**src/rtl/sobel_pkg.sv**
```systemverilog
// Shared definitions for the streaming Sobel edge detector: FSM state type,
// kernel weight constant and the gradient word-width helper.
package sobel_pkg;

    typedef enum logic [1:0] {
        S_FILL,
        S_RUN,
        S_FLUSH
    } state_t;

    // Sobel kernel weights are 1 (edges) and 2 (middle); the middle weight is a left shift.
    localparam int unsigned SOBEL_MID_SHIFT = 1;

    // Extra bits over the pixel width: x4 kernel gain, sign, and the |Gx|+|Gy| sum.
    function automatic int unsigned grad_w(input int unsigned pix_w);
        return pix_w + 4;
    endfunction

endpackage

```
**src/rtl/sobel_linebuf.sv**
```systemverilog
// Two cascaded line delays of DEPTH pixels each, advancing only on enable.
// tap1 is the pixel seen DEPTH beats ago, tap2 the one seen 2*DEPTH beats ago.
// Contents are deliberately not reset.
module sobel_linebuf #(
    parameter int unsigned DEPTH = 128,
    parameter int unsigned WIDTH = 8
) (
    input  logic             clk,
    input  logic             en,
    input  logic [WIDTH-1:0] din,
    output logic [WIDTH-1:0] tap1,
    output logic [WIDTH-1:0] tap2
);

    logic [WIDTH-1:0] line0 [DEPTH];
    logic [WIDTH-1:0] line1 [DEPTH];

    // Shift both lines by one pixel per accepted input beat.
    always_ff @(posedge clk) begin
        if (en) begin
            line0[0] <= din;
            line1[0] <= line0[DEPTH-1];
            for (int unsigned i = 1; i < DEPTH; i++) begin
                line0[i] <= line0[i-1];
                line1[i] <= line1[i-1];
            end
        end
    end

    assign tap1 = line0[DEPTH-1];
    assign tap2 = line1[DEPTH-1];

endmodule

```
**src/rtl/sobel_stream.sv**
```systemverilog
// Streaming 3x3 Sobel edge detector, one output pixel per input pixel.
// Build option: define SOBEL_THRESH_EN to binarise the magnitude against THRESH.
module sobel_stream
    import sobel_pkg::*;
#(
    parameter int unsigned IMG_W  = 128,
    parameter int unsigned IMG_H  = 128,
    parameter int unsigned PIX_W  = 8,
    parameter int unsigned THRESH = 128
) (
    input  logic             clk,
    input  logic             rst,
    input  logic             in_valid,
    output logic             in_ready,
    input  logic [PIX_W-1:0] pixel_in,
    output logic             out_valid,
    input  logic             out_ready,
    output logic [PIX_W-1:0] pixel_out,
    output logic             busy,
    output logic             frame_done
);

    localparam int unsigned GW = grad_w(PIX_W);
    localparam int unsigned CW = $clog2(IMG_W);
    localparam int unsigned RW = $clog2(IMG_H);
    localparam logic [CW-1:0] COL_LAST = CW'(IMG_W - 1);
    localparam logic [RW-1:0] ROW_LAST = RW'(IMG_H - 1);
    localparam logic [RW-1:0] ROW_ONE  = RW'(1);
    localparam logic [GW-1:0] MAX_MAG  = {{(GW-PIX_W){1'b0}}, {PIX_W{1'b1}}};
    localparam logic [GW-1:0] THR_MAG  = GW'(THRESH);
`ifdef SOBEL_THRESH_EN
    localparam bit BIN_EN = 1'b1;
`else
    localparam bit BIN_EN = 1'b0;
`endif

    state_t           state_q, state_d;
    logic [CW-1:0]    in_col_q, out_col_q;
    logic [RW-1:0]    in_row_q, out_row_q;
    logic [PIX_W-1:0] win_q [3][3];
    logic [PIX_W-1:0] win_d [3][3];
    logic             out_valid_q, out_last_q;
    logic [PIX_W-1:0] pixel_out_q;

    logic slot_free, in_beat, out_beat, gen_flush, gen;
    logic [PIX_W-1:0] tap1, tap2;

    assign slot_free  = !out_valid_q || out_ready;
    assign in_ready   = !rst && (((state_q != S_FLUSH) && slot_free) || (state_q == S_FILL));
    assign in_beat    = in_valid && in_ready;
    assign out_beat   = out_valid_q && out_ready;
    assign frame_done = out_beat && out_last_q;
    // Flush produces one output per free slot until the frame's last output is pending.
    assign gen_flush  = (state_q == S_FLUSH) && slot_free && !(out_valid_q && out_last_q);
    assign gen        = ((state_q == S_RUN) && in_beat) || gen_flush;
    assign busy       = (state_q == S_FLUSH);
    assign out_valid  = out_valid_q;
    assign pixel_out  = pixel_out_q;

    sobel_linebuf #(
        .DEPTH (IMG_W),
        .WIDTH (PIX_W)
    ) u_linebuf (
        .clk  (clk),
        .en   (in_beat),
        .din  (pixel_in),
        .tap1 (tap1),
        .tap2 (tap2)
    );

    // Next window: shift left one column; the new right column is rows r-2..r, zeros in flush.
    always_comb begin
        for (int r = 0; r < 3; r++) begin
            win_d[r][0] = win_q[r][1];
            win_d[r][1] = win_q[r][2];
        end
        win_d[0][2] = tap2;
        win_d[1][2] = tap1;
        win_d[2][2] = pixel_in;
        if (state_q == S_FLUSH) begin
            for (int r = 0; r < 3; r++) begin
                win_d[r][2] = '0;
            end
        end
    end

    function automatic logic signed [GW-1:0] sx(input logic [PIX_W-1:0] v);
        return $signed({{(GW-PIX_W){1'b0}}, v});
    endfunction

    logic signed [GW-1:0] gx, gy;
    logic [GW-1:0]        abs_gx, abs_gy, mag, mag_sat_w;
    logic [PIX_W-1:0]     mag_sat, result;
    logic                 on_border;

    // Gradients of the window about to be formed, magnitude, saturation, border mask.
    always_comb begin
        gx = (sx(win_d[0][2]) + (sx(win_d[1][2]) <<< SOBEL_MID_SHIFT) + sx(win_d[2][2]))
           - (sx(win_d[0][0]) + (sx(win_d[1][0]) <<< SOBEL_MID_SHIFT) + sx(win_d[2][0]));
        gy = (sx(win_d[2][0]) + (sx(win_d[2][1]) <<< SOBEL_MID_SHIFT) + sx(win_d[2][2]))
           - (sx(win_d[0][0]) + (sx(win_d[0][1]) <<< SOBEL_MID_SHIFT) + sx(win_d[0][2]));
        abs_gx    = gx[GW-1] ? $unsigned(-gx) : $unsigned(gx);
        abs_gy    = gy[GW-1] ? $unsigned(-gy) : $unsigned(gy);
        mag       = abs_gx + abs_gy;
        mag_sat   = (mag > MAX_MAG) ? {PIX_W{1'b1}} : mag[PIX_W-1:0];
        mag_sat_w = {{(GW-PIX_W){1'b0}}, mag_sat};
        result    = mag_sat;
        if (BIN_EN) begin
            result = (mag_sat_w >= THR_MAG) ? {PIX_W{1'b1}} : {PIX_W{1'b0}};
        end
        // Border centres also hide the wrap-around columns of the raster window.
        on_border = (out_row_q == '0) || (out_row_q == ROW_LAST) ||
                    (out_col_q == '0) || (out_col_q == COL_LAST);
        if (on_border) begin
            result = '0;
        end
    end

    // FSM next state: fill one line plus one pixel, run, then flush the tail.
    always_comb begin
        state_d = state_q;
        unique case (state_q)
            S_FILL:  if (in_beat && (in_row_q == ROW_ONE) && (in_col_q == '0)) state_d = S_RUN;
            S_RUN:   if (in_beat && (in_row_q == ROW_LAST) && (in_col_q == COL_LAST)) begin
                         state_d = S_FLUSH;
                     end
            S_FLUSH: if (frame_done) state_d = S_FILL;
            default: state_d = S_FILL;
        endcase
    end

    // State register and raster counters for accepted inputs and generated outputs.
    always_ff @(posedge clk) begin
        if (rst) begin
            state_q   <= S_FILL;
            in_col_q  <= '0;
            in_row_q  <= '0;
            out_col_q <= '0;
            out_row_q <= '0;
        end else begin
            state_q <= state_d;
            if (in_beat) begin
                if (in_col_q == COL_LAST) begin
                    in_col_q <= '0;
                    in_row_q <= (in_row_q == ROW_LAST) ? '0 : in_row_q + 1'b1;
                end else begin
                    in_col_q <= in_col_q + 1'b1;
                end
            end
            if (gen) begin
                if (out_col_q == COL_LAST) begin
                    out_col_q <= '0;
                    out_row_q <= (out_row_q == ROW_LAST) ? '0 : out_row_q + 1'b1;
                end else begin
                    out_col_q <= out_col_q + 1'b1;
                end
            end
        end
    end

    // Window registers advance with every input beat or flush step.
    always_ff @(posedge clk) begin
        if (in_beat || gen_flush) begin
            win_q <= win_d;
        end
    end

    // One-entry output register, held until the sink takes it.
    always_ff @(posedge clk) begin
        if (rst) begin
            out_valid_q <= 1'b0;
            out_last_q  <= 1'b0;
            pixel_out_q <= '0;
        end else if (gen) begin
            out_valid_q <= 1'b1;
            pixel_out_q <= result;
            out_last_q  <= (out_row_q == ROW_LAST) && (out_col_q == COL_LAST);
        end else if (out_ready) begin
            out_valid_q <= 1'b0;
            out_last_q  <= 1'b0;
        end
    end

endmodule

```
**config.mk**
```make
export PLATFORM = sky130hd
export DESIGN_NAME = sobel_stream
export DESIGN_NICKNAME = d
export VERILOG_FILES = /design/src/rtl/sobel_pkg.sv /design/src/rtl/sobel_linebuf.sv /design/src/rtl/sobel_stream.sv
export SDC_FILE = /design/constraint.sdc
export NUM_CORES = 1
export LEC_CHECK = 0
export ABC_CLOCK_PERIOD_IN_PS = 62100
export CAP_MARGIN = 25
export CORE_AREA = 8 8 399 401
export DETAILED_ROUTE_END_ITERATION = 8
export DIE_AREA = 0 0 407 409
export SYNTH_ARGS = -nofsm -noshare
export SYNTH_HDL_FRONTEND = slang
export SYNTH_SLANG_ARGS = --single-unit
```
**constraint.sdc**
```tcl
create_clock -name clk -period 62.1 [get_ports clk]
set_clock_uncertainty 0.2 [all_clocks]
set_input_delay 6.21 -clock clk [delete_from_list [all_inputs] [get_ports clk]]
set_output_delay 6.21 -clock clk [all_outputs]
set_load 0.05 [all_outputs]
```
## Yosys cells after proc, flatten, opt, wreduce, memory -nomap -nowiden

Memories as Yosys holds them, arrays and structs flattened.
Cells that the tools add are included.

| operators by class | value |
|---|---|
| magnitude comparators | 1 |
| divide/modulo/power cells | 0 |
| mux-type cells | 20 |
| eq/ne operators | 11 |
| bitwise operators | 0 |
| multipliers | 0 |
| add/subtract/negate cells | 17 |
| reduce and logical (&&, ||, !) cells | 32 |
| shift-type cells | 0 |

Operators by type and width:

| kind | count |
|---|---|
| adder 10 x 8 -> 11 bit | 4 |
| adder 8 x 9 -> 10 bit | 4 |
| two-way mux 8 bit | 5 |
| adder 7 x 1 -> 7 bit, second input constant | 4 |
| equality test 7 bit, second input constant | 4 |
| two-way mux 7 bit | 4 |
| two-way mux 12 bit | 2 |
| negation 12 bit | 2 |
| subtractor 11 x 11 -> 12 bit | 2 |
| zero test 7 bit | 3 |
| logical AND 1 bit | 14 |
| adder 12 bit | 1 |
| > comparator 12 x 8 -> 1 bit, second input constant | 1 |
| equality test 7 x 1 -> 1 bit, second input constant | 1 |
| logical OR 1 bit | 7 |
| two-way mux 2 bit | 3 |
| inequality test 2 x 1 -> 1 bit, second input constant | 3 |
| one-hot mux 2 bit (3 select lines) | 1 |
| two-way mux 1 bit | 5 |
| AND reduction 2 bit | 2 |
| zero test 1 bit | 3 |
| AND reduction 3 bit | 1 |
| equality test 2 x 1 -> 1 bit, second input constant | 1 |
| equality test 2 bit, second input constant | 1 |
| 3 further kinds | 3 |

| word-level totals | value |
|---|---|
| logic and storage cells | 97 |
| input bits | 12 |
| bits in latches | 0 |
| bits in registers | 88 |
| memories | 2 |
| ROM bits | 0 |
| bits in writable memories | 2,048 |

Memories:

| name | depth | width | rd ports | clocked after memory_dff | write ports | RTL line | source |
|---|---|---|---|---|---|---|---|
| u_linebuf.line0 | 128 | 8 | 128 | 0 | 128 | sobel_linebuf.sv:15 | `logic [WIDTH-1:0] line0 [DEPTH];` |
| u_linebuf.line1 | 128 | 8 | 128 | 0 | 128 | sobel_linebuf.sv:16 | `logic [WIDTH-1:0] line1 [DEPTH];` |

## Depth between registers and ports, before layout

Gate-level depths: netlist (run 1).

| depth | value |
|---|---|
| word-level depth | 11 |
| depth in mapped cells | 27 |

## By module

A second synthesis (run 1) with hierarchy kept.

| unflattened totals | value |
|---|---|
| cells, all modules | 2,783 |
| area, all modules | 68,668.4 um^2 |

By module, submodules not included:

| module | sequential area each (um^2) | area an instance (um^2) | times used | cells each |
|---|---|---|---|---|
| sobel_linebuf | 61,499.0 | 61,619.1 | 1 | 2,064 |
| sobel_stream | 2,242.2 | 7,049.3 | 1 | 719 |

## Worst setup path after synthesis (run 1)

OpenSTA, ideal clock, no wires.

| path | value |
|---|---|
| kind | input to register |
| from | input in_valid |
| to | register in_col_q[5] |
| data required time | 61.822 ns |
| stages on the path | 7 |
| arrival | 32.912 ns |
| setup slack | 28.910 ns |
| library setup time | 0.078 ns |
| path buffers | 1 |
| path through | nor2b_1 and3_1 buf_2 nand4_1 or2_2 xor2_1 nor3_1 |

| on the way | value |
|---|---|
| longest elaborated chain between the ends | 1 |

RTL lines:

| what | RTL line | source |
|---|---|---|
| start, declared | sobel_stream.sv:13 | `input logic in_valid,` |
| logical AND 1 bit | sobel_stream.sv:50 | `assign in_beat = in_valid && in_ready;` |
| via in_beat | sobel_stream.sv:45 | `logic slot_free, in_beat, out_beat, gen_flush, gen;` |
| end signal, assigned | sobel_stream.sv:147 | `in_col_q <= in_col_q + 1'b1;` |
| end, declared | sobel_stream.sv:38 | `logic [CW-1:0] in_col_q, out_col_q;` |

The timed path passes the listed nets, and every way through them passes these cells.
A chain may end at the register's enable or synchronous reset.

## Final worst setup path (run 1)

| path | value |
|---|---|
| from | input rst |
| to | output in_ready |

| on the way | value |
|---|---|
| longest elaborated chain between the ends | 2 |

RTL lines:

| what | RTL line | source |
|---|---|---|
| start, declared | sobel_stream.sv:12 | `input logic rst,` |
| zero test 1 bit | sobel_stream.sv:49 | `assign in_ready = !rst && (((state_q != S_FLUSH) && slot_free) \|\| (state_q == S_FILL));` |
| logical AND 1 bit | sobel_stream.sv:49 |  |
| end, declared | sobel_stream.sv:14 | `output logic in_ready,` |

No other way between the ends.

==> results by group, run 1 <==
Synth
  • Sequential area share after synthesis: 93.3%
  • Simple-gate area share of the yosys netlist: under 10%
  • Ys flop type: edfxtp_1
  • Synth Area in Compound Gates: 0.859%
  • Synth Area in XOR/XNOR: less than 1%
  • Syn. warnings: 0
  • Syn avg cell area: 24.9 um^2
  • Largest cells by area after synthesis: edfxtp_1 (92%), fa_1 (1.8%), dfxtp_1 (1.2%)
  • Post-Synth Adder-Cell Area: 2.67%
  • Cell taking the most area after synthesis: edfxtp_1
  • EDFF count, synth: around 2100
  • Post-synth ARST share: 0%
  • Yosys reg bits: 2136
  • Mapped Cells: 2740
  • Post-synthesis mux area share: 0.106%
  • Post-synthesis instance area: 68300 um^2
  • Post-synth top area share: between 90% and 100%
  • Post-Synthesis Net Count: roughly 2900
  • Synth cell types: 63
  • Largest family of logic cells by synthesized area: adder cells

Critical path
  • Worst reg2reg endpoint: pixel_out[5]
  • FF-to-FF Start: state_q[0]
  • CP required: between 50 and 60 ns
  • Reg2reg setup slack: 54.72 ns
  • Crit Path Max Fanout: 31
  • CP arrival: 7.96 ns
  • Kind of critical path: in2out
  • CP Launch Type: input pin
  • Endpoint type of the worst setup path: primary output
  • Worst reg2reg path depth: 23

STA
  • Final hold slack: 0.198 ns
  • Tightest Pin Transition: 1.16 ns
  • Min Tclk post-route: 14.37 ns
  • Setup_tns: 0 ns
  • RSZ-0062 raised after global routing: false
  • Final Hold Vio Count: 0
  • Final worst path period share: 23.1%
  • Final setup fails: 0
  • Max Clock Freq: 0.0696 GHz
  • PnR worst setup slack: 47.73 ns
  • Slew Limit Fails: 0
  • Worst rel slew slack: 22.5%

Die
  • Die footprint: 166000 um^2
  • Chip width: 407 um
  • Starting Density: 44.6%
  • Row count: 144
  • Die Ht: 409 um
  • Boundary Pins: 24
  • Area of the core: 153000 um^2

Clock network
  • Max Root-Sink Buffers: 3
  • CTS buffer count: between 150 and 200
  • Clock slew at reported path FFs: roughly 0.06 ns
  • Clk root buf: clkbuf_16
  • Setup Buffers After CTS: 0
  • Clk_lat worst skew: about 0.78 ns
  • CTS Sinks: 2136
  • Post-CTS sizing: 0
  • H-tree levels: 4
  • CTS Hold Bufs: 0
  • CTS tree: yes

Finish
  • Final #Nets: 3103
  • Commonest non-fill, non-tap cells in the layout: edfxtp_1 (2096), clkbuf_16 (200), inv_1 (110)
  • Util after Layout: 50.8%
  • Leading cell type in the layout, fill and taps excluded: edfxtp_1
  • N_diodes: 0
  • Area of the multi-input gates: 4070 um^2
  • Register area: ~64000 um^2
  • Final Non-Filler Cells: 5189
  • Post-route cell area: 77700 um^2
  • Fillcell total: 11700
  • Synthesis-to-finish area growth: 13.7%
  • Layout cells sized above 1: 10.2%

Global routing
  • GRT Total Usage: 10.1%
  • Number of global-route vias before repair: roughly 24000
  • First-pass GRT wire length: 137000 um
  • Pin count of the biggest net entering global routing: 201
  • GRT overflow: 0
  • Initial antenna violation count: 6

Place
  • GP Congestion: about 0.71
  • Placed cell area: 71200 um^2
  • Setup WS pre-CTS: approximately 48 ns
  • PortBufs: 23
  • Post-DP HPWL: 39000 um
  • Placed Cells incl. Taps: about 4800

Power and ir drop
  • Pwr dens: ~37 nW/um^2
  • Worst IR drop on VDD: between 0.02 and 0.025 mV
  • Internal power: 2.28 mW
  • Gate power share: about 4.4%
  • Total power: 2.86 mW
  • Clock power frac: 39.8%
  • Leakage power: approximately 20 nW
  • Part of the power in registers: 55.8%
  • Switching Share: 20.4%
  • Sw power: 0.582 mW

Detailed routing
  • Initial drt markers: 1898
  • Wire per inst: 16.2 um
  • Detailed-route wire length: 83900 um
  • Routed vias/inst: 4.67
  • Vias after detailed routing: ~24000
  • Detail Route Antenna Nets: 0
  • DRT Pass-1 Iters: 4
  • Drt drc: 0

Status
  • Status: finished clean

Min path
  • Worst hold path endpoint: u_linebuf.line1[1][173]
  • Hold depth: 0
  • HP Start: u_linebuf.line1[1][165]
  • Hold Crit Class: reg2reg

Flow run
  • Max Cap Viol: 0
how the worst max path moves through the flow:
stage	start	to
finish	rst	in_ready
global route	rst	in_ready
CTS	rst	in_ready
detailed placement	rst	in_ready
global placement	rst	in_ready
floorplan	in_valid	in_col_q[5]
final cells by class:
| cell class | instances | area share (%) |
|---|---|---|
| clock inverters | 116 | 1.30 |
| well taps | 2044 | 3.29 |
| inverters | 110 | 0.532 |
| multi-input cells | 481 | 5.24 |
| flip-flops and latches | 2136 | 82.1 |
| clock buffers | 246 | 6.67 |
| repair buffers | 56 | 0.896 |
Yosys cell counts, types with 11 or more instances:
cell type  instances
nor2_1            61
edfxtp_1        2096
nand2_1           60
inv_1            110
xor2_1            25
xnor2_1           26
a21oi_1           24
fa_1              63
nor3_1            19
ha_1              45
dfxtp_1           40
o21ai_0           26
and2_1            11
per-layer routing:
metal / wire length (um) / part of all wire (%) / vias up / global-route usage, %
met3: 3420 / 4.1 / 182 / 2.45
met4: 2170 / 2.6 / 0 / 3.62
met2: 34700 / 41 / 401 / 13.3
met5: 0 / 0 / - / 0
met1: 43600 / 52 / 12400 / 16.4
li1: - / - / 11200 / -
sequential cells by signal (all words and copies together), names as in the netlist:
signal / count
out_last_q: 1
out_col_q: 7
in_col_q: 7
out_row_q: 7
state_q: 2
pixel_out: 8
win_d: 48
in_row_q: 7
u_linebuf.line1: 1024
out_valid: 1
u_linebuf.line0: 1024
power groups by stage:
stage               Combinational (mW)  Clock [mW]  Sequential (mW)
CTS                              0.127        1.18             1.59
finish                           0.127        1.14             1.59
global placement                 0.124           0             1.62
detailed placement               0.127           0             1.62
global route                     0.144        1.24             1.59
floorplan                       0.0974           0             1.69
cell families (layout without fill, tap and decap cells):
kind of cell,Yosys count,count (layout)
AND/OR/NAND/NOR,225,225
flip-flops,2136,2136
multiplexers,7,7
AO/OA/AOI/OAI,89,89
buffers and inverters,123,528
adder cells (fa/ha/maj),108,108
XOR/XNOR,52,52
critical path, stage by stage:
cell,delay [ns]
clkdlybuf4s50_1,0.47
buf_4,0.27
nor2_1,0.16
clkdlybuf4s50_1,0.83
Power figures use the tool's default switching activity.
==> inputs of run 2 (changes only) <==
--- a/config.mk
+++ b/config.mk
@@ -5,7 +5,7 @@
 export SDC_FILE = /design/constraint.sdc
 export NUM_CORES = 1
 export LEC_CHECK = 0
-export ABC_CLOCK_PERIOD_IN_PS = 62100
+export ABC_CLOCK_PERIOD_IN_PS = 12200
 export CAP_MARGIN = 25
 export CORE_AREA = 8 8 399 401
 export DETAILED_ROUTE_END_ITERATION = 8
==> constraint.sdc (replaced) <==
create_clock -name clk -period 12.2 [get_ports clk]
set_clock_uncertainty 0.2 [all_clocks]
set_input_delay 1.22 -clock clk [delete_from_list [all_inputs] [get_ports clk]]
set_output_delay 1.22 -clock clk [all_outputs]
set_load 0.05 [all_outputs]
==> run 2 against run 1 <==
Worst hold slack improved by 0.0087 ns. Die area unchanged. Sequential cell count unchanged. Largest power group unchanged. Final cell count decreased by 0.19%.
==> results by group, run 2 (synthesis results as in run 1) <==
Status
  • Status: finished clean (unchanged)

Global routing
  • Initial antenna violation count: 1 (was 6)
  • GRT overflow: 0 (unchanged)
  • Busiest metal layer after global routing: met1 (unchanged)
  • First-pass GRT wire length: 141000 um (was 137000 um)
  • Number of global-route vias before repair: 24400 (was 24300)
  • Met1 Track Usage GR: 17.3% (was 16.4%)
  • Grt met2 use: 13.4% (was 13.3%)
  • Pin count of the biggest net entering global routing: 198 (was 201)
  • GRT Total Usage: 10.5% (was 10.1%)
  • GR met3 Demand/Resource: 2.56% (was 2.45%)

Critical path
  • Worst path slowest cell: nand2b_2 (was clkdlybuf4s50_1)
  • FF-to-FF Start: state_q[0] (unchanged)
  • Worst path cell trace: nand2b_2, nand2_1, fa_1, inv_1, fa_1, fa_1, ha_1, fa_1, a211oi_1, o21bai_1, a21oi_1, a21oi_1, a21o_1, nor2_1, xor2_1, ha_1, nor2b_1, o31a_1, o311a_1, or3_1, a22o_1, o21ai_0, nand2_1 (was clkdlybuf4s50_1, buf_4, nor2_1, clkdlybuf4s50_1)
  • Kind of critical path: reg2reg (was in2out)
  • Crit Path Max Fanout: 29 (was 31)
  • Endpoint type of the worst setup path: flop (was primary output)
  • CP Launch Type: flop (was input pin)
  • Worst reg2reg path depth: 23 (unchanged)
  • CP startpoint: state_q[0] (was rst)
  • Worst path most repeated cell: fa_1 (was clkdlybuf4s50_1)
  • Slowest stage delay, CP: 0.78 ns (was 0.83 ns)
  • CP arrival: 8.21 ns (was 7.96 ns)
  • CP required: 12.65 ns (was 55.69 ns)

Die
  • Starting Density: 44.6% (unchanged)
  • Die Ht: 409 um (unchanged)
  • Boundary Pins: 24 (unchanged)
  • Row count: 144 (unchanged)
  • Die footprint: 166000 um^2 (unchanged)
  • Chip width: 407 um (unchanged)
  • Area of the core: 153000 um^2 (unchanged)

Clock network
  • CTS Hold Bufs: 0 (unchanged)
  • Setup Buffers After CTS: 0 (unchanged)
  • CTS tree: yes (unchanged)
  • Clk_lat worst skew: 0.77 ns (was 0.78 ns)
  • H-tree levels: 4 (unchanged)
  • Clock slew at reported path FFs: 0.06 ns (about the same)
  • CTS Sinks: 2136 (unchanged)
  • Max Root-Sink Buffers: 3 (unchanged)
  • Clk root buf: clkbuf_16 (unchanged)
  • Post-CTS sizing: 0 (unchanged)
  • CTS buffer count: 199 (was 198)

Detailed routing
  • Vias after detailed routing: 24200 (about the same)
  • Routed vias/inst: 4.68 (was 4.67)
  • Initial drt markers: 2078 (was 1898)
  • Drt drc: 0 (unchanged)
  • Detailed-route wire length: 86200 um (was 83900 um)
  • Detail Route Antenna Nets: 0 (unchanged)
  • Wire per inst: 16.6 um (was 16.2 um)
  • DRT Pass-1 Iters: 5 (was 4)

Place
  • GP Congestion: 0.723 (was 0.714)
  • Setup WS pre-CTS: 4.09 ns (was 47.69 ns)
  • Placed Cells incl. Taps: 4816 (was 4818)
  • Post-DP HPWL: 40500 um (was 39000 um)
  • PortBufs: 23 (unchanged)

STA
  • Min Tclk post-route: 7.76 ns
  • Max Clock Freq: 0.129 GHz
  • Slew Limit Fails: 0 (unchanged)
  • Tightest Pin Transition: 1.01 ns (was 1.16 ns)
  • PnR worst setup slack: 4.44 ns (was 47.73 ns)
  • Final Hold Vio Count: 0 (unchanged)
  • Final worst path period share: 63.6%
  • RSZ-0062 raised after global routing: false (unchanged)
  • Final hold slack: 0.207 ns (was 0.198 ns)
  • Final setup fails: 0 (unchanged)
  • Setup_tns: 0 ns (unchanged)
  • Worst rel slew slack: 32.6% (was 22.5%)

Power and ir drop
  • Pwr dens: 188 nW/um^2 (was 36.8 nW/um^2)
  • Worst IR drop on VDD: 0.134 mV (was 0.0216 mV)
  • Leakage power: 20.2 nW (was 20.3 nW)
  • Total power: 14.6 mW (was 2.86 mW)

Flow run
  • Max Cap Viol: 0 (unchanged)

Min path
  • Hold depth: 0 (unchanged)
  • Hold Crit Class: reg2reg (unchanged)
  • HP Start: u_linebuf.line1[0][452] (was u_linebuf.line1[1][165])

Finish
  • Commonest non-fill, non-tap cells in the layout: edfxtp_1 (2096), clkbuf_16 (201), inv_1 (110) (was edfxtp_1 (2096), clkbuf_16 (200), inv_1 (110))
  • Layout cells sized above 1: 9.99% (was 10.2%)
  • Leading cell type in the layout, fill and taps excluded: edfxtp_1 (unchanged)
  • Final Non-Filler Cells: 5179 (was 5189)
  • Synthesis-to-finish area growth: 13.6% (was 13.7%)
  • Final #Nets: 3098 (was 3103)
==> run 2: cell type report <==
class                      instances  area, um^2
tap                             2044        2560
clock inverter                   109         955
sequential                      2136       63700
antenna                            1        2.50
clock buffer                     248        5210
multi-input combinational        481        4070
timing repair buffer              50         624
fill                           11700       75400
inverter                         110         413
==> run 2: path summary, 6_finish.rpt <==
check                             to  slack [ns]
min reg2reg  u_linebuf.line1[0][460]        0.21
max                     pixel_out[5]        4.44
min          u_linebuf.line1[0][460]        0.21
max reg2reg             pixel_out[5]        4.44
==> run 2: power by group <==
group | switching (mW) | total, mW | internal (mW)
registers | 0.0166 | 8.11 | 8.09
clock network | 2.50 | 5.80 | 3.30
logic | 0.430 | 0.661 | 0.231
total | 2.95 | 14.6 | 11.6
==> run 2: per-stage QoR <==
stage          area (um^2)  utilization, %
5_1_grt              77600            50.7
3_3_place_gp         71300            46.6
4_1_cts              77400            50.6
2_1_floorplan        68300               -
6_report             77600            50.7
3_5_place_dp         71300            46.6
==> run 2: per-layer routing <==
metal / up-vias / routed length [um]
met5: - / 0
met4: 0 / 2060
met3: 163 / 3490
met2: 403 / 35200
met1: 12500 / 45500
li1: 11200 / -
==> run 2: worst max-delay path, delay by kind of cell (launching register included) <==
| kind | cells | cell delay [ns] |
|---|---|---|
| adders and majority gates | 6 | 2.40 |
| DFF | 1 | 0.40 |
| and+or+nand+nor | 6 | 1.81 |
| AOI/OAI and AO/OA | 9 | 2.55 |
| xor gates and xnor gates | 1 | 0.17 |
| buffers and inverters | 1 | 0.05 |
==> inputs of run 3 (changes only) <==
--- a/config.mk
+++ b/config.mk
@@ -5,7 +5,7 @@
 export SDC_FILE = /design/constraint.sdc
 export NUM_CORES = 1
 export LEC_CHECK = 0
-export ABC_CLOCK_PERIOD_IN_PS = 12200
+export ABC_CLOCK_PERIOD_IN_PS = 6500
 export CAP_MARGIN = 25
 export CORE_AREA = 8 8 399 401
 export DETAILED_ROUTE_END_ITERATION = 8
==> constraint.sdc (replaced) <==
create_clock -name clk -period 6.5 [get_ports clk]
set_clock_uncertainty 0.2 [all_clocks]
set_input_delay 0.65 -clock clk [delete_from_list [all_inputs] [get_ports clk]]
set_output_delay 0.65 -clock clk [all_outputs]
set_load 0.05 [all_outputs]
==> run 3 against run 2 <==
Fmax increased by 21%. Sequential cell count stayed put. Count of clock-buffer cells in the layout rose by 3. Core utilization grew 1.0 points. Combinational power grew to 2.6 times the previous value.
==> results by group, run 3 (synthesis results as in run 1) <==
Die
  • Area of the core: 153000 um^2 (unchanged)
  • Boundary Pins: 24 (unchanged)
  • Die Ht: 409 um (unchanged)
  • Chip width: 407 um (unchanged)
  • Starting Density: 44.6% (unchanged)
  • Die footprint: 166000 um^2 (unchanged)
  • Row count: 144 (unchanged)

Global routing
  • Initial antenna violation count: 4 (was 1)
  • GRT overflow: 0 (unchanged)
  • Pin count of the biggest net entering global routing: 226 (was 198)
  • First-pass GRT wire length: 145000 um (was 141000 um)
  • GRT Total Usage: 10.8% (was 10.5%)
  • Number of global-route vias before repair: 24900 (was 24400)

Finish
  • Post-route cell area: 79100 um^2 (was 77600 um^2)
  • Leading cell type in the layout, fill and taps excluded: edfxtp_1 (unchanged)
  • Commonest non-fill, non-tap cells in the layout: edfxtp_1 (2096), clkbuf_16 (202), inv_1 (108) (was edfxtp_1 (2096), clkbuf_16 (201), inv_1 (110))
  • Layout cells sized above 1: 15.5% (was 9.99%)
  • N_diodes: 0 (was 1)
  • Synthesis-to-finish area growth: 15.9% (was 13.6%)
  • Final #Nets: 3200 (was 3098)
  • Util after Layout: 51.7% (was 50.7%)

Min path
  • HP Start: u_linebuf.line1[1][72] (was u_linebuf.line1[0][452])
  • Worst hold path endpoint: u_linebuf.line1[1][80] (was u_linebuf.line1[0][460])
  • Hold Crit Class: reg2reg (unchanged)
  • Hold depth: 0 (unchanged)

Detailed routing
  • Detail Route Antenna Nets: 0 (unchanged)
  • Drt drc: 0 (unchanged)
  • Wire per inst: 17.0 um (was 16.6 um)
  • Routed vias/inst: 4.70 (was 4.68)
  • DRT Pass-1 Iters: 5 (unchanged)
  • Detailed-route wire length: 90000 um (was 86200 um)
  • Initial drt markers: 1965 (was 2078)
  • Vias after detailed routing: 24900 (was 24200)

Critical path
  • CP arrival: 6.89 ns (was 8.21 ns)
  • Crit Path Max Fanout: 8 (was 29)
  • Worst reg2reg path depth: 26 (was 23)
  • FF-to-FF Start: state_q[0] (unchanged)
  • Slowest stage delay, CP: 0.48 ns (was 0.78 ns)
  • CP Launch Type: flop (unchanged)
  • CP required: 6.96 ns (was 12.65 ns)
  • Reg2reg setup slack: 0.07 ns (was 4.44 ns)
  • Endpoint type of the worst setup path: flop (unchanged)
  • Worst path slowest cell: fa_1 (was nand2b_2)
  • Worst reg2reg endpoint: pixel_out[4] (was pixel_out[5])
  • Kind of critical path: reg2reg (unchanged)

Clock network
  • Clk_lat worst skew: 0.79 ns (was 0.77 ns)
  • Clock slew at reported path FFs: 0.06 ns (about the same)
  • Max Root-Sink Buffers: 3 (unchanged)
  • CTS tree: yes (unchanged)
  • CTS buffer count: 201 (was 199)
  • CTS Sinks: 2136 (unchanged)
  • H-tree levels: 4 (unchanged)
  • Clk root buf: clkbuf_16 (unchanged)

Power and ir drop
  • Leakage power: 21.0 nW (was 20.2 nW)
  • Worst IR drop on VDD: 0.206 mV (was 0.134 mV)
  • Pwr dens: 356 nW/um^2 (was 188 nW/um^2)
  • Total power: 28.2 mW (was 14.6 mW)

STA
  • Tightest Pin Transition: 1.19 ns (was 1.01 ns)
  • Worst rel slew slack: 20.0% (was 32.6%)
  • Min Tclk post-route: 6.43 ns (was 7.76 ns)
  • Slew Limit Fails: 0 (unchanged)
  • Final worst path period share: 98.9% (was 63.6%)
  • RSZ-0062 raised after global routing: true (was false)
  • Final Hold Vio Count: 0 (unchanged)
  • Setup_tns: 0 ns (unchanged)
  • Max Clock Freq: 0.156 GHz (was 0.129 GHz)
  • Final setup fails: 0 (unchanged)

Place
  • Placed cell area: 72200 um^2 (was 71300 um^2)
  • Post-DP HPWL: 43100 um (was 40500 um)
  • PortBufs: 23 (unchanged)
  • GP Congestion: 0.740 (was 0.723)

Status
  • Status: finished clean (unchanged)

Flow run
  • Max Cap Viol: 0 (unchanged)
## run 3: changes by cell type in the layout (fill, tap and decap cells not counted), sizes merged
cell	previous run	this run
buf	27	127
clkinv	83	97
clkinvlp	7	3
inv	116	112
bufinv	13	16
clkbuf	248	251
diode	1	0
## run 3: worst max-delay path, delay by kind of cell (launching register included)
| family | cells | cell delay [ns] |
|---|---|---|
| compound gates | 6 | 1.50 |
| xor+xnor | 1 | 0.15 |
| fa+ha+maj | 6 | 2.04 |
| buf+inv | 5 | 0.59 |
| flops | 1 | 0.33 |
| mux | 2 | 0.35 |
| simple gates | 6 | 1.11 |
## run 3: layout make-up
type / count / area [um^2]
well taps: 2044 / 2560
clock inverters: 118 / 1190
repair buffers: 150 / 1460
inverters: 110 / 413
flip-flops and latches: 2136 / 63700
clock buffers: 251 / 5290
multi-input cells: 481 / 4490
fillers: 11600 / 73800
## run 3: worst max-delay path by stage
| stage | start | endpoint | slack [ns] | cells past startpoint |
|---|---|---|---|---|
| after global placement | pixel_in[1] | pixel_out[7] | -0.66 | 23 |
| after floorplan | out_ready | win_d[10] | -1.08 | 4 |
| after CTS | state_q[0] | pixel_out[4] | 0.006 | 23 |
| after detailed placement | pixel_in[1] | pixel_out[4] | -0.92 | 23 |
| after global routing | state_q[0] | pixel_out[2] | -0.14 | 26 |
| final | state_q[0] | pixel_out[4] | 0.07 | 26 |
## run 3: repair_timing
item	in CTS	in global routing
endpoints found under the hold margin	0	0
endpoints found under the setup margin	8	8
hold buffers	0	0
setup buffers	1	4
gates cloned	1	0
pin swaps	16	50
resized for setup	31	69
## run 3: routing by layer
layer / routed length (um) / part of all wire (%) / GRT usage, %
met3: 3730 / 4.1 / 2.70
met4: 2320 / 2.6 / 3.68
met2: 36900 / 41 / 13.8
met1: 47000 / 52 / 17.9
met5: 0 / 0 / 0
## run 3: through the flow
step | cells | worst slack [ns] | hold slack, ns
after floorplan | 2740 | -1.08 | 0.200
after global placement | 4915 | -0.655 | 0.201
after detailed placement | 4916 | -0.925 | 0.205
after CTS | 5287 | 0.00550 | 0.192
after global routing | 5290 | -0.139 | 0.200
final | 5290 | 0.0699 | 0.198
## run 3: report_power, final
group	leakage (nW)	total [mW]	internal [mW]	switching (mW)
clock network	3.16	11.3	6.43	4.84
logic	3.23	1.71	0.748	0.960
registers	14.6	15.2	15.2	0.0301
